[config.mk]
export PLATFORM = sky130hd
export DESIGN_NAME = perip_bus_arbiter
export DESIGN_NICKNAME = d
export VERILOG_FILES = /design/src/rtl/perip_bus_arbiter.sv
export SDC_FILE = /design/constraint.sdc
export NUM_CORES = 1
export LEC_CHECK = 0
export ABC_AREA = 1
export ABC_CLOCK_PERIOD_IN_PS = 1480
export BUFFER_PORTS_ARGS = -buffer_cell sky130_fd_sc_hd__clkbuf_2
export CAP_MARGIN = 20
export CORE_AREA = 8 8 112 114
export DETAILED_ROUTE_END_ITERATION = 16
export DIE_AREA = 0 0 120 122
export GPL_ROUTABILITY_DRIVEN = 1
export HOLD_SLACK_MARGIN = 0.03
export SYNTH_ARGS = -nofsm -noshare
export SYNTH_HDL_FRONTEND = slang
export SYNTH_SLANG_ARGS = --single-unit
[constraint.sdc]
create_clock -name clk -period 1.48 [get_ports clk]
set_input_delay 0.222 -clock clk [delete_from_list [all_inputs] [get_ports clk]]
set_output_delay 0.222 -clock clk [all_outputs]
set_load 0.02 [all_outputs]
[src/rtl/perip_bus_arbiter.sv]
// Two-master arbiter for the shared DRAM/MMIO peripheral bus.
// M0 (CPU data port) wins ties from idle; a burst cap bounds how long one master can hold
// the bus while the other waits. Read data is returned to the issuing master via a tagged
// delay line matching the bus read latency.
module perip_bus_arbiter #(
  parameter int unsigned MAX_BURST    = 4,
  parameter int unsigned READ_LATENCY = 1
) (
  input  logic        clk,
  input  logic        rst_n,
  // Master 0
  input  logic        m0_req,
  input  logic [31:0] m0_addr,
  input  logic [31:0] m0_wdata,
  input  logic        m0_wen,
  input  logic [1:0]  m0_mask,
  output logic        m0_gnt,
  output logic        m0_rvalid,
  output logic [31:0] m0_rdata,
  // Master 1
  input  logic        m1_req,
  input  logic [31:0] m1_addr,
  input  logic [31:0] m1_wdata,
  input  logic        m1_wen,
  input  logic [1:0]  m1_mask,
  output logic        m1_gnt,
  output logic        m1_rvalid,
  output logic [31:0] m1_rdata,
  // Peripheral bus
  output logic [31:0] perip_addr,
  output logic [31:0] perip_wdata,
  output logic        perip_wen,
  output logic [1:0]  perip_mask,
  input  logic [31:0] perip_rdata
);

  typedef enum logic [1:0] {
    StIdle,
    StOwn0,
    StOwn1
  } state_e;

  localparam logic [3:0] MaxCnt = 4'(MAX_BURST);

  state_e     state_q, state_d;
  logic [3:0] cnt_q, cnt_d;

  // Return delay line: stage 0 is loaded at issue, the last stage drives rvalid.
  logic [READ_LATENCY-1:0] ret_vld_q;
  logic [READ_LATENCY-1:0] ret_id_q;
  logic                    ret_push;
  logic                    ret_id;

  // Grant decision and owner/burst-count next state.
  always_comb begin
    state_d = state_q;
    cnt_d   = cnt_q;
    m0_gnt  = 1'b0;
    m1_gnt  = 1'b0;
    if (rst_n) begin
      unique case (state_q)
        StIdle: begin
          if (m0_req) begin
            m0_gnt  = 1'b1;
            state_d = StOwn0;
            cnt_d   = 4'd1;
          end else if (m1_req) begin
            m1_gnt  = 1'b1;
            state_d = StOwn1;
            cnt_d   = 4'd1;
          end else begin
            cnt_d = 4'd0;
          end
        end
        StOwn0: begin
          if (m0_req && (!m1_req || cnt_q < MaxCnt)) begin
            m0_gnt = 1'b1;
            cnt_d  = (cnt_q < MaxCnt) ? cnt_q + 4'd1 : MaxCnt;
          end else if (m1_req) begin
            m1_gnt  = 1'b1;
            state_d = StOwn1;
            cnt_d   = 4'd1;
          end else begin
            state_d = StIdle;
            cnt_d   = 4'd0;
          end
        end
        StOwn1: begin
          if (m1_req && (!m0_req || cnt_q < MaxCnt)) begin
            m1_gnt = 1'b1;
            cnt_d  = (cnt_q < MaxCnt) ? cnt_q + 4'd1 : MaxCnt;
          end else if (m0_req) begin
            m0_gnt  = 1'b1;
            state_d = StOwn0;
            cnt_d   = 4'd1;
          end else begin
            state_d = StIdle;
            cnt_d   = 4'd0;
          end
        end
        default: begin
          state_d = StIdle;
          cnt_d   = 4'd0;
        end
      endcase
    end
  end

  // Bus mux: granted master drives the bus, otherwise everything is held at zero.
  always_comb begin
    perip_addr  = 32'h0;
    perip_wdata = 32'h0;
    perip_wen   = 1'b0;
    perip_mask  = 2'b00;
    if (m0_gnt) begin
      perip_addr  = m0_addr;
      perip_wdata = m0_wdata;
      perip_wen   = m0_wen;
      perip_mask  = m0_mask;
    end else if (m1_gnt) begin
      perip_addr  = m1_addr;
      perip_wdata = m1_wdata;
      perip_wen   = m1_wen;
      perip_mask  = m1_mask;
    end
  end

  // Tag each issued read with the issuing master.
  always_comb begin
    ret_push = (m0_gnt && !m0_wen) || (m1_gnt && !m1_wen);
    ret_id   = m1_gnt;
  end

  // Owner FSM, burst counter and read-return delay line.
  always_ff @(posedge clk) begin
    if (!rst_n) begin
      state_q   <= StIdle;
      cnt_q     <= 4'd0;
      ret_vld_q <= '0;
      ret_id_q  <= '0;
    end else begin
      state_q      <= state_d;
      cnt_q        <= cnt_d;
      ret_vld_q[0] <= ret_push;
      ret_id_q[0]  <= ret_id;
      for (int unsigned i = 1; i < READ_LATENCY; i++) begin
        ret_vld_q[i] <= ret_vld_q[i-1];
        ret_id_q[i]  <= ret_id_q[i-1];
      end
    end
  end

  // Route the returning read to its master; rdata is a plain fan-out of the bus.
  always_comb begin
    m0_rvalid = rst_n && ret_vld_q[READ_LATENCY-1] && !ret_id_q[READ_LATENCY-1];
    m1_rvalid = rst_n && ret_vld_q[READ_LATENCY-1] &&  ret_id_q[READ_LATENCY-1];
    m0_rdata  = perip_rdata;
    m1_rdata  = perip_rdata;
  end

endmodule

# Word level (Yosys, flattened, before mapping)
# Cells that the tools add are included.
[op_classes]
add_sub_neg = 1
order_cmp = 1
n_eq_ne = 5
muxes = 33
reduce_logical = 17
[ops]
columns = ["operator", "n"]
rows = [
  ["two-way mux 32 bit", 4],
  ["two-way mux 1 bit", 15],
  ["two-way mux 2 bit", 7],
  ["two-way mux 4 bit", 3],
  ["one-hot mux 4 bit (3 select lines)", 1],
  ["logical AND 1 bit", 7],
  ["one-hot mux 1 bit (3 select lines)", 2],
  ["one-hot mux 2 bit (3 select lines)", 1],
  ["zero test 1 bit", 5],
  ["adder 4 x 1 -> 4 bit, second input constant", 1],
  ["less-than comparator 4 x 3 -> 1 bit, second input constant", 1],
  ["!= test 2 bit, second input constant", 2],
  ["logical OR 1 bit", 3],
  ["!= test 3 bit, second input constant", 1],
  ["AND reduction 3 bit", 1],
  ["equality test 2 x 1 -> 1 bit, second input constant", 1],
  ["equality test 2 bit, second input constant", 1],
  ["zero test 2 bit", 1],
]
[word_totals]
ff_bits = 8
wordCells = 61

# Longest topological paths before layout
[depth]
depth_word = 8
ltp_mapped = 10
ltp_nobuf = 8

# Worst setup path before layout
# OpenSTA, ideal clock, no wires.
[synth_path]
path_kind = "reg-to-output"
start = "register cnt_q[3]"
end = "output perip_addr[11]"
t_arrival_ns = 1.222
t_required_ns = 1.258
path_slack_ns = 0.036
path_stages_with_launch = 11
cell_sequence = "dfxtp_1 -> inv_2 -> nand2_1 -> nand2_1 -> nand2_1 -> nand2_1 -> nand2_2 -> buf_6 -> buf_6 -> nand3_1 -> nand2_1"
[synth_between]
elab_chain_cells = 8
[synth_lines]
columns = ["item", "line", "source"]
rows = [
  ["start: declaration", "46", "logic [3:0] cnt_q, cnt_d;"],
  ["start signal: assignment", "143", "cnt_q <= cnt_d;"],
  ["less-than comparator 4 x 3 -> 1 bit *", "76, 89", ""],
  ["logical OR 1 bit, on equally long branches", "89, 76", ""],
  ["logical AND 1 bit, on equally long branches", "89, 76", ""],
  ["two-way mux 1 bit, on equally long branches", "89, 76", ""],
  ["one-hot mux 1 bit (3 select lines)", "61", "unique case (state_q)"],
  ["two-way mux 1 bit", "60", "if (rst_n) begin"],
  ["two-way mux 32 bit", "120", "end else if (m1_gnt) begin"],
  ["two-way mux 32 bit *", "115", "if (m0_gnt) begin"],
  ["end: declaration", "30", "output logic [31:0] perip_addr,"],
]
# Mark *: on every way between the ends. The rest lies on a longest branch, timed or not.

# Final worst setup path
[layout_path]
start = "register cnt_q[2]"
end = "output perip_wdata[26]"
[layout_between]
elab_chain_cells = 8
[layout_lines]
columns = ["item", "line", "source"]
rows = [
  ["less-than comparator 4 x 3 -> 1 bit *", "76, 89", ""],
  ["logical OR 1 bit, on equally long branches", "89, 76", ""],
  ["logical AND 1 bit, on equally long branches", "89, 76", ""],
  ["two-way mux 1 bit, on equally long branches", "89, 76", ""],
  ["one-hot mux 1 bit (3 select lines)", "61", ""],
  ["two-way mux 1 bit", "60", ""],
  ["two-way mux 32 bit", "120", ""],
  ["two-way mux 32 bit *", "115", ""],
  ["end: declaration", "31", "output logic [31:0] perip_wdata,"],
]
# Marks and branches as above.

==> results.toml <==
[critical_path]
path_common_cell = "nand2_1"
reg2reg_slack_ns = 0.07
cp_cell_sequence = "o21ai_2 > nand2_1 > nand2_2 > nand3_4 > buf_12 > clkbuf_16 > nand3_1 > nand2_1 > clkbuf_8"
cp_slowest_cell = "dfxtp_2"
critPathCaptureType = "output port"
critPathMaxFanout = 8
crit_type = "flop to output port"
worstSetupStartpointType = "flop"
path_delay_family = "buffers and inverters"
critPathArrivalTime_ns = 1.64
cp.required_ns = 1.26
path_buf_inv = 3
slowest_delay_ns = 0.32

[die]
rows = 38
initial_core_util = 0.183
ios = 305
die-area_um2 = 14600
core-area_um2 = 10700
fp.dieW_um = 120
die_h_um = 122

[detailed_routing]
wl_per_cell_um = 16.3
drt-total-wl_um = 10500
avgViaCountPerCell = 4.44
drt-initial-drc-count = 98
vias = 2879
first_pass_iters = 4
post-route-drc-count = 0
final_antenna_net_count = 0

[clock_network]
cts_root_buf = "clkbuf_8"
h-tree-depth = 1
cts_hold_buf = 0
cts_buffers = 3
insertion_delay_ns = 0.23
cts_buffer_depth = 2
cts_tree = "built"
clkSinkCount = 8
path_clk_slew_ns = 0.04

[run_status]
status = "finished, violations left"
violations = "setup timing"

[synth]
ys_seq_area_frac = 0.0816
synth_area_um2 = 1960
ys_ff_latch = 8
syn_nets = 525
synth_warnings = 0
yosysUniqueCellTypes = 22
syn-instance-count = 354
post_synth.cell_area_avg_um2 = 5.54

[grt]
groute.usage.overall = 0.120
grt_pass1_wl_um = 14500
grt_pass1_vias = 2877
grt_max_degree = 34
antenna_found_initial = 0
grt-ovfl-total = 0

[placed_design]
place_hpwl_um = 7390
gp_congestion = 0.808
numPortBuffers = 208

[pwr]
p_per_area_nw_per_um2 = 535
cellLeakagePower_uw = 0.00211
ir_worst_vdd_mv = 0.265

[layout]
finalNetCount = 681
drive_gt1_frac = 0.602
area_delta_synth_final_pct = 96.1
final_common_cell = "clkbuf_2"
final_util = 0.360
n_antenna_cell = 0
final_cell_mix = "clkbuf_2 (139), nand3_1 (115), nand2_1 (59), clkbuf_8 (33), nand3_2 (22)"

[sta]
timing.fmax_mhz = 536
finalHoldViolCount = 0
maxSlewViolCount = 0
fin_tns_setup_ns = -21.35
fin_skew_ns = 0.00256
finalCritPeriodShare = 1.26
worst_slack_ns = -0.384
grt_setup_unrepaired = "yes"
setup_viol = 69
period_needed_ns = 1.86

[job]
max_cap_violations = 0

[min_path]
min_path_type = "primary input to flop"
## Yosys cell counts, drive strengths merged
cell / count / area share
nor3: 1 / 0.0025
conb: 1 / 0.0019
clkinv: 1 / 0.0019
nand3b: 1 / 0.0038
ha: 1 / 0.0064
dfxtp: 8 / 0.082
nand3: 140 / 0.36
a21oi: 4 / 0.010
nand2: 80 / 0.15
inv: 11 / 0.021
clkbuf: 13 / 0.025
nor2: 9 / 0.018
buf: 80 / 0.30
o21ai: 4 / 0.010
## registers in the layout, indices dropped and copies added (netlist names)
name	flops
state_q	2
cnt_q	4
ret_vld_q	1
ret_id_q	1
## through the flow
stage / area, um2 / cells / power [uW] / setup slack (ns) / hold slack [ns]
after CTS: 3400 / 639 / 1850 / -0.348 / 0.272
after floorplan: 1960 / 354 / 1070 / 0.0359 / 0.373
after global routing: 3850 / 648 / 2190 / -0.450 / 0.299
after global placement: 2810 / 631 / 1300 / -0.181 / 0.444
after detailed placement: 2810 / 631 / 1300 / -0.181 / 0.444
final: 3850 / 648 / 2060 / -0.384 / 0.278
## metal layers
layer | vias up | part of all wire | global-route usage
met5 | - | 0 | 0
met4 | 0 | 0.011 | 0.0258
met3 | 24 | 0.12 | 0.0578
met2 | 163 | 0.51 | 0.229
met1 | 1271 | 0.36 | 0.114
li1 | 1421 | - | -
## worst register-to-register path, cell delays in order, from the launching register on
cell,delay [ns]
dfxtp_2,0.32
o21ai_2,0.15
nand2_1,0.10
nand2_2,0.09
nand3_4,0.14
buf_12,0.17
buf_6,0.14
nand2_2,0.06
buf_4,0.10
inv_1,0.03
## final cells by class
class,instances,area (um2)
clock buffer,3,41.3
multi-input combinational,241,1340
tap,140,175
inverter,12,46.3
fill,1143,6850
sequential,8,168
timing repair buffer,244,2070
## logic make-up (layout without fill, tap and decap cells)
kind of cell / Yosys count / after routing / share of synthesized area
AO/OA/AOI/OAI: 8 / 8 / 0.0204
AND/OR/NAND/NOR: 231 / 231 / 0.541
flip-flops: 8 / 8 / 0.0816
adder cells (fa/ha/maj): 1 / 1 / 0.00638
other: 1 / 1 / 0.00191
buffers and inverters: 105 / 259 / 0.348
## timing repair
item / in CTS / in global routing
pin swaps: 6 / 8
cloned: 3 / 6
resized for setup: 112 / 106
setup buffers: 2 / 3
endpoints found under the setup margin: 69 / 69
## power by group
group	leakage (uW)	internal, uW	switching (uW)
combinational	0.00202	782	776
clock	0.0000216	176	82.1
sequential	0.0000674	231	10.9
## worst paths after layout
check | from | to | depth (start not counted)
worst max-delay path | cnt_q[2]$_SDFF_PN0_ | perip_wdata[26] | 9
worst min-delay path | m0_wen | ret_vld_q$_SDFF_PN0_ | 3
worst max register to register | cnt_q[2]$_SDFF_PN0_ | state_q[1]$_SDFFE_PN0P_ | 9
worst min register to register | cnt_q[2]$_SDFF_PN0_ | cnt_q[1]$_SDFF_PN0_ | 3
No activity file was read; power rests on OpenSTA's default activity.
